<file path="src/rtl/instr_loader.sv">
// Program loader: streams machine-code words from a valid/ready source
// into consecutive instruction-memory addresses starting at zero.
module instr_loader #(
  parameter int AW = 12,
  parameter int DW = 9
) (
  input  logic          Clk,
  input  logic          Reset,
  input  logic          Start,
  input  logic          InValid,
  input  logic [DW-1:0] InData,
  input  logic          InLast,
  output logic          InReady,
  output logic          WrEn,
  output logic [AW-1:0] WrAddr,
  output logic [DW-1:0] WrData,
  output logic          Busy,
  output logic          Done,
  output logic          Overflow,
  output logic [AW:0]   WordCount,
  output logic [DW-1:0] Checksum
);

  typedef enum logic [1:0] {
    S_IDLE,
    S_LOAD,
    S_DONE,
    S_ERR
  } state_t;

  state_t state;
  state_t nxt;

  logic [AW-1:0] addr;
  logic          accept;
  logic          at_end;
  logic          start_ok;

  assign accept   = InValid & InReady;
  assign at_end   = (addr == {AW{1'b1}});
  assign start_ok = Start & (state != S_LOAD);

  always_ff @(posedge Clk) begin
    if (Reset) state <= S_IDLE;
    else       state <= nxt;
  end

  always_comb begin
    nxt = state;
    unique case (state)
      S_IDLE, S_DONE, S_ERR: begin
        if (Start) nxt = S_LOAD;
      end
      S_LOAD: begin
        if (accept) begin
          if (InLast)      nxt = S_DONE;
          else if (at_end) nxt = S_ERR;
        end
      end
      default: nxt = S_IDLE;
    endcase
  end

  always_comb begin
    InReady  = (state == S_LOAD);
    Busy     = (state == S_LOAD);
    Done     = (state == S_DONE);
    Overflow = (state == S_ERR);
  end

  // Address holds at the top word so an overflow never wraps onto word 0.
  always_ff @(posedge Clk) begin
    if (Reset) begin
      addr      <= '0;
      WrEn      <= 1'b0;
      WrAddr    <= '0;
      WrData    <= '0;
      WordCount <= '0;
      Checksum  <= '0;
    end else begin
      WrEn <= accept;
      if (accept) begin
        WrAddr    <= addr;
        WrData    <= InData;
        WordCount <= WordCount + (AW+1)'(1);
        Checksum  <= Checksum + InData;
        if (!at_end) addr <= addr + AW'(1);
      end else if (start_ok) begin
        addr      <= '0;
        WordCount <= '0;
        Checksum  <= '0;
      end
    end
  end

endmodule
</file>
<file path="config.mk">
export PLATFORM = sky130hd
export DESIGN_NAME = instr_loader
export DESIGN_NICKNAME = d
export VERILOG_FILES = /design/src/rtl/instr_loader.sv
export SDC_FILE = /design/constraint.sdc
export NUM_CORES = 1
export LEC_CHECK = 0
export CORE_MARGIN = 5
export CORE_UTILIZATION = 50
export DETAILED_ROUTE_END_ITERATION = 8
export PLACE_DENSITY = 0.8
export SLEW_MARGIN = 10
export SYNTH_ARGS = -nofsm -noshare
export SYNTH_HDL_FRONTEND = slang
export SYNTH_SLANG_ARGS = --single-unit
</file>
<file path="constraint.sdc">
create_clock -name Clk -period 2.4 [get_ports Clk]
set_input_delay 0.6 -clock Clk [delete_from_list [all_inputs] [get_ports Clk]]
set_output_delay 0.6 -clock Clk [all_outputs]
set_load 0.1 [all_outputs]
</file>
==> flow_results.org <==
** Yosys
- The synthesized design contains 0 enable-type register cells.
- Total of warnings raised by yosys :: 0
- Netlist area before placement :: 2790 sq um
- Total nets after synthesis :: 366
- Share of synthesized flip-flops with an asynchronous set or reset :: 0%
- Sequential cell area fraction in the yosys report :: 41.6%
- Count of distinct cell types in the synthesized netlist :: 45
- For this run, the leading register cell type out of synthesis is sky130_fd_sc_hd__dfxtp_1.
- Synth Register Bits :: 58
- Synthesis produced 341 cells.
- Average cell area after synthesis :: 8.18 sq um

** GRT
- Via count of the first global-routing pass :: 2501
- Global-route congestion overflow total :: 0
- In the global route stage, overall resource usage came out at 20.2%.
- Met3 GRT Util :: 6.08%
- Entering global routing, the biggest net connects 30 pins.
- In the global route stage, met1 resource usage came out at 26.6%.
- The first global-routing pass estimated 11900 um of wire.
- The initial antenna violation count was 0.
- GR Layer Usage met2 :: 31.7%
- After global routing, the most crowded layer is met2.

** Floorplan
- In this run the standard cell core region covers 5470 sq um.
- Top-Level Pins :: 62
- In this run the horizontal extent of the chip is 84.7 um.
- Once the floorplan was initialized, standard cells occupied 51.0% of the core.
- The die is 84.7 um tall.
- The floorplan has 27 rows.
- Area of the die :: 7170 sq um

** Route
- Vias per std cell :: 5.54
- The first detailed-routing pass took 4 iterations.
- Number of remaining DRC errors :: 0
- The routed layout has 2689 vias.
- DRC violation total after the first TritonRoute iteration :: 184
- ANT nets after route :: 0
- Average wire per standard cell :: 14.5 um
- Final routed wirelength across all metal layers :: 7020 um

** Critical path
- Critical path required time :: 2610 ps
- The worst setup path is captured at a flop.
- CP max FO :: 2
- Data on the critical path arrives at its endpoint at 2470 ps.
- The worst setup path is launched from an input port.
- Crit Path Category :: in2reg

** Timing
- Worst rel slew slack :: 42.8%
- The final hold violation count came to 0.
- Worst Max-Slew Pin Slew :: 855 ps
- Unrepaired setup endpoints after global routing :: no
- Setup violations remaining at the end of the flow were counted as 0.
- Final worst clock skew :: 8.13 ps
- Dividing the final minimum period by the clock period gives 94.0%.
- After layout, the minimum clock period comes to 2260 ps.
- For this run, the top clock speed supported by timing is 443 MHz.
- Pins Over Slew Limit :: 0

** Worst hold path
- The min-delay analysis places its worst path in the category reg2reg.

** Place
- Routability Congestion :: 0.879
- In this run the tool buffered the top-level ports with 61 buffer cells.
- DP HPWL :: 4970 um
- Once placement completed, the tool counted placed cells totaling 469.

** Final layout
- Final #Nets :: 433
- Area of all sequential standard cells :: 1160 sq um
- The area growth from synthesis to layout is 28.1%.
- Multi-input combinational cell area :: 1530 sq um
- Final antenna diode count :: 0
- Cells with a size suffix above 1 make up 20.6% of the layout.
- Non-filler cells, final :: 485
- For this run, the share of the core covered by cells in the final layout is 65.3%.
- The filler cells instantiated in the layout total 501.

** Power
- IR analysis of the VDD net gives a maximum drop of 0.000337 V.
- Leakage :: 1.45 nW
- Power spread over the standard cell area amounts to 601 nW/um^2.
- Overall power :: 2.15 mW

** Clock tree
- The clock passes through at most 2 buffers.
- The later pin in the worst-skew pair is clocked with a latency of 340 ps.
- The clock drives 58 sinks.
- CTS placed an instance of sky130_fd_sc_hd__clkbuf_8 at the clock tree root.
- CTS tree :: done
- For this design, the CTS-stage hold fixing added 0 buffers.
- H-tree depth :: 3
- Buffers inserted during clock tree synthesis total 9.
- Clock-pin slew on the worst setup and hold paths :: 60 ps
- Post-CTS Resized :: 0
- Number of setup buffers added after CTS :: 0

** Run status
- Result of the run :: complete, no violations

** Flow run
- Max-capacitance violation count :: 0
[power by group]
part	internal [mW]	switching [mW]	total (mW)
Combinational	0.106	0.265	0.371
Sequential	0.981	0.0154	0.996
Clock	0.397	0.384	0.781
Total	1.48	0.665	2.15
[sequential cells by signal, indices dropped and copies added, names as in the netlist]
register,cells
WordCount,13
state,2
Checksum,9
WrEn,1
WrAddr,12
WrData,9
addr,12
[layer usage]
| metal | wire (um) | vias up |
|---|---|---|
| met1 | 3220 | 1226 |
| met2 | 3250 | 104 |
| met5 | 0 | - |
| met3 | 469 | 7 |
| li1 | - | 1352 |
| met4 | 75 | 0 |
[critical path, stage by stage]
cell and delay [ps]:
sky130_fd_sc_hd__clkdlybuf4s50_1 440, sky130_fd_sc_hd__ha_1 240, sky130_fd_sc_hd__fa_2 370, sky130_fd_sc_hd__buf_4 150, sky130_fd_sc_hd__a21o_1 180, sky130_fd_sc_hd__a211oi_1 250
sky130_fd_sc_hd__nor3_1 70, sky130_fd_sc_hd__a21oi_1 110, sky130_fd_sc_hd__nor2_1 50
[through the flow]
step | setup TNS, ps | hold slack [ps] | setup slack (ps) | instance area [sq um]
after global placement | -626 | 442 | -191 | 3390
after global routing | 0 | 471 | 59.1 | 3570
after detailed placement | -988 | 447 | -285 | 3390
after CTS | 0 | 456 | 81.7 | 3560
after floorplan | 0 | 449 | 60.6 | 2790
final | 0 | 452 | 144 | 3570
[cells in the final DEF (no fill, tap or decap), drive strengths merged, types with 2 or more instances in the layout]
master | netlist | final
buf | 9 | 64
nand2 | 61 | 61
dfxtp | 58 | 58
a21oi | 41 | 41
nor2 | 32 | 32
nand3 | 14 | 14
clkdlybuf4s50 | 0 | 12
clkbuf | 11 | 11
o21ai | 11 | 11
a311oi | 10 | 10
ha | 10 | 10
and3 | 7 | 7
and2 | 6 | 6
nand3b | 6 | 6
nand4 | 5 | 5
a21o | 5 | 5
a22oi | 5 | 5
nor3 | 5 | 5
a211oi | 5 | 5
nor3b | 4 | 4
mux2 | 4 | 4
nand2b | 3 | 3
a31oi | 3 | 3
clkinv | 0 | 3
inv | 2 | 2
nor2b | 2 | 2
or3 | 2 | 2
or4b | 2 | 2
o21a | 2 | 2
mux2i | 2 | 2
xnor2 | 2 | 2
xor2 | 2 | 2
clkinvlp | 0 | 2
[cell type report]
cell class              instances  area share, %
repair buffers                 76           17.1
well taps                      72           2.52
multi-input cells             261           42.8
clock buffers                  11           3.96
flip-flops and latches         58           32.5
clock inverters                 5          0.841
inverters                       2          0.210
[worst paths after layout]
path              slack (ps)     endpoint      start  depth (start not counted)
setup / recovery         140  Checksum[4]  InData[0]                          9
hold reg to reg          450    WrData[5]  WrData[5]                          2
setup reg to reg         490      addr[6]    addr[0]                          6
hold / removal           450    WrData[5]  WrData[5]                          2
[cell usage after synthesis (5+ instances only)]
cell type	instances	area, sq um
sky130_fd_sc_hd__nand3b_1	6	45.0
sky130_fd_sc_hd__clkbuf_1	11	41.3
sky130_fd_sc_hd__o21ai_1	8	40.0
sky130_fd_sc_hd__nand4_1	5	31.3
sky130_fd_sc_hd__nor2_1	31	116
sky130_fd_sc_hd__a211oi_1	5	37.5
sky130_fd_sc_hd__a21o_1	5	37.5
sky130_fd_sc_hd__ha_1	10	125
sky130_fd_sc_hd__nand2_1	61	229
sky130_fd_sc_hd__buf_2	6	30.0
sky130_fd_sc_hd__nand3_1	14	70.1
sky130_fd_sc_hd__a21oi_1	41	205
sky130_fd_sc_hd__a22oi_1	5	37.5
sky130_fd_sc_hd__and3_1	7	43.8
sky130_fd_sc_hd__a311oi_1	10	87.6
sky130_fd_sc_hd__and2_1	6	37.5
sky130_fd_sc_hd__dfxtp_1	58	1160
[cell families (layout without fill, tap and decap cells)]
logic type      count (synthesis)  in the layout  share of synthesized area (%)
flops                          58             58                           41.6
fa+ha+maj                      11             11                           5.20
compound gates                 89             89                           20.0
buf+inv                        22             94                           3.77
simple gates                  151            151                           25.8
xor+xnor                        4              4                           1.26
mux                             6              6                           2.33
Power figures use the tool's default switching activity.
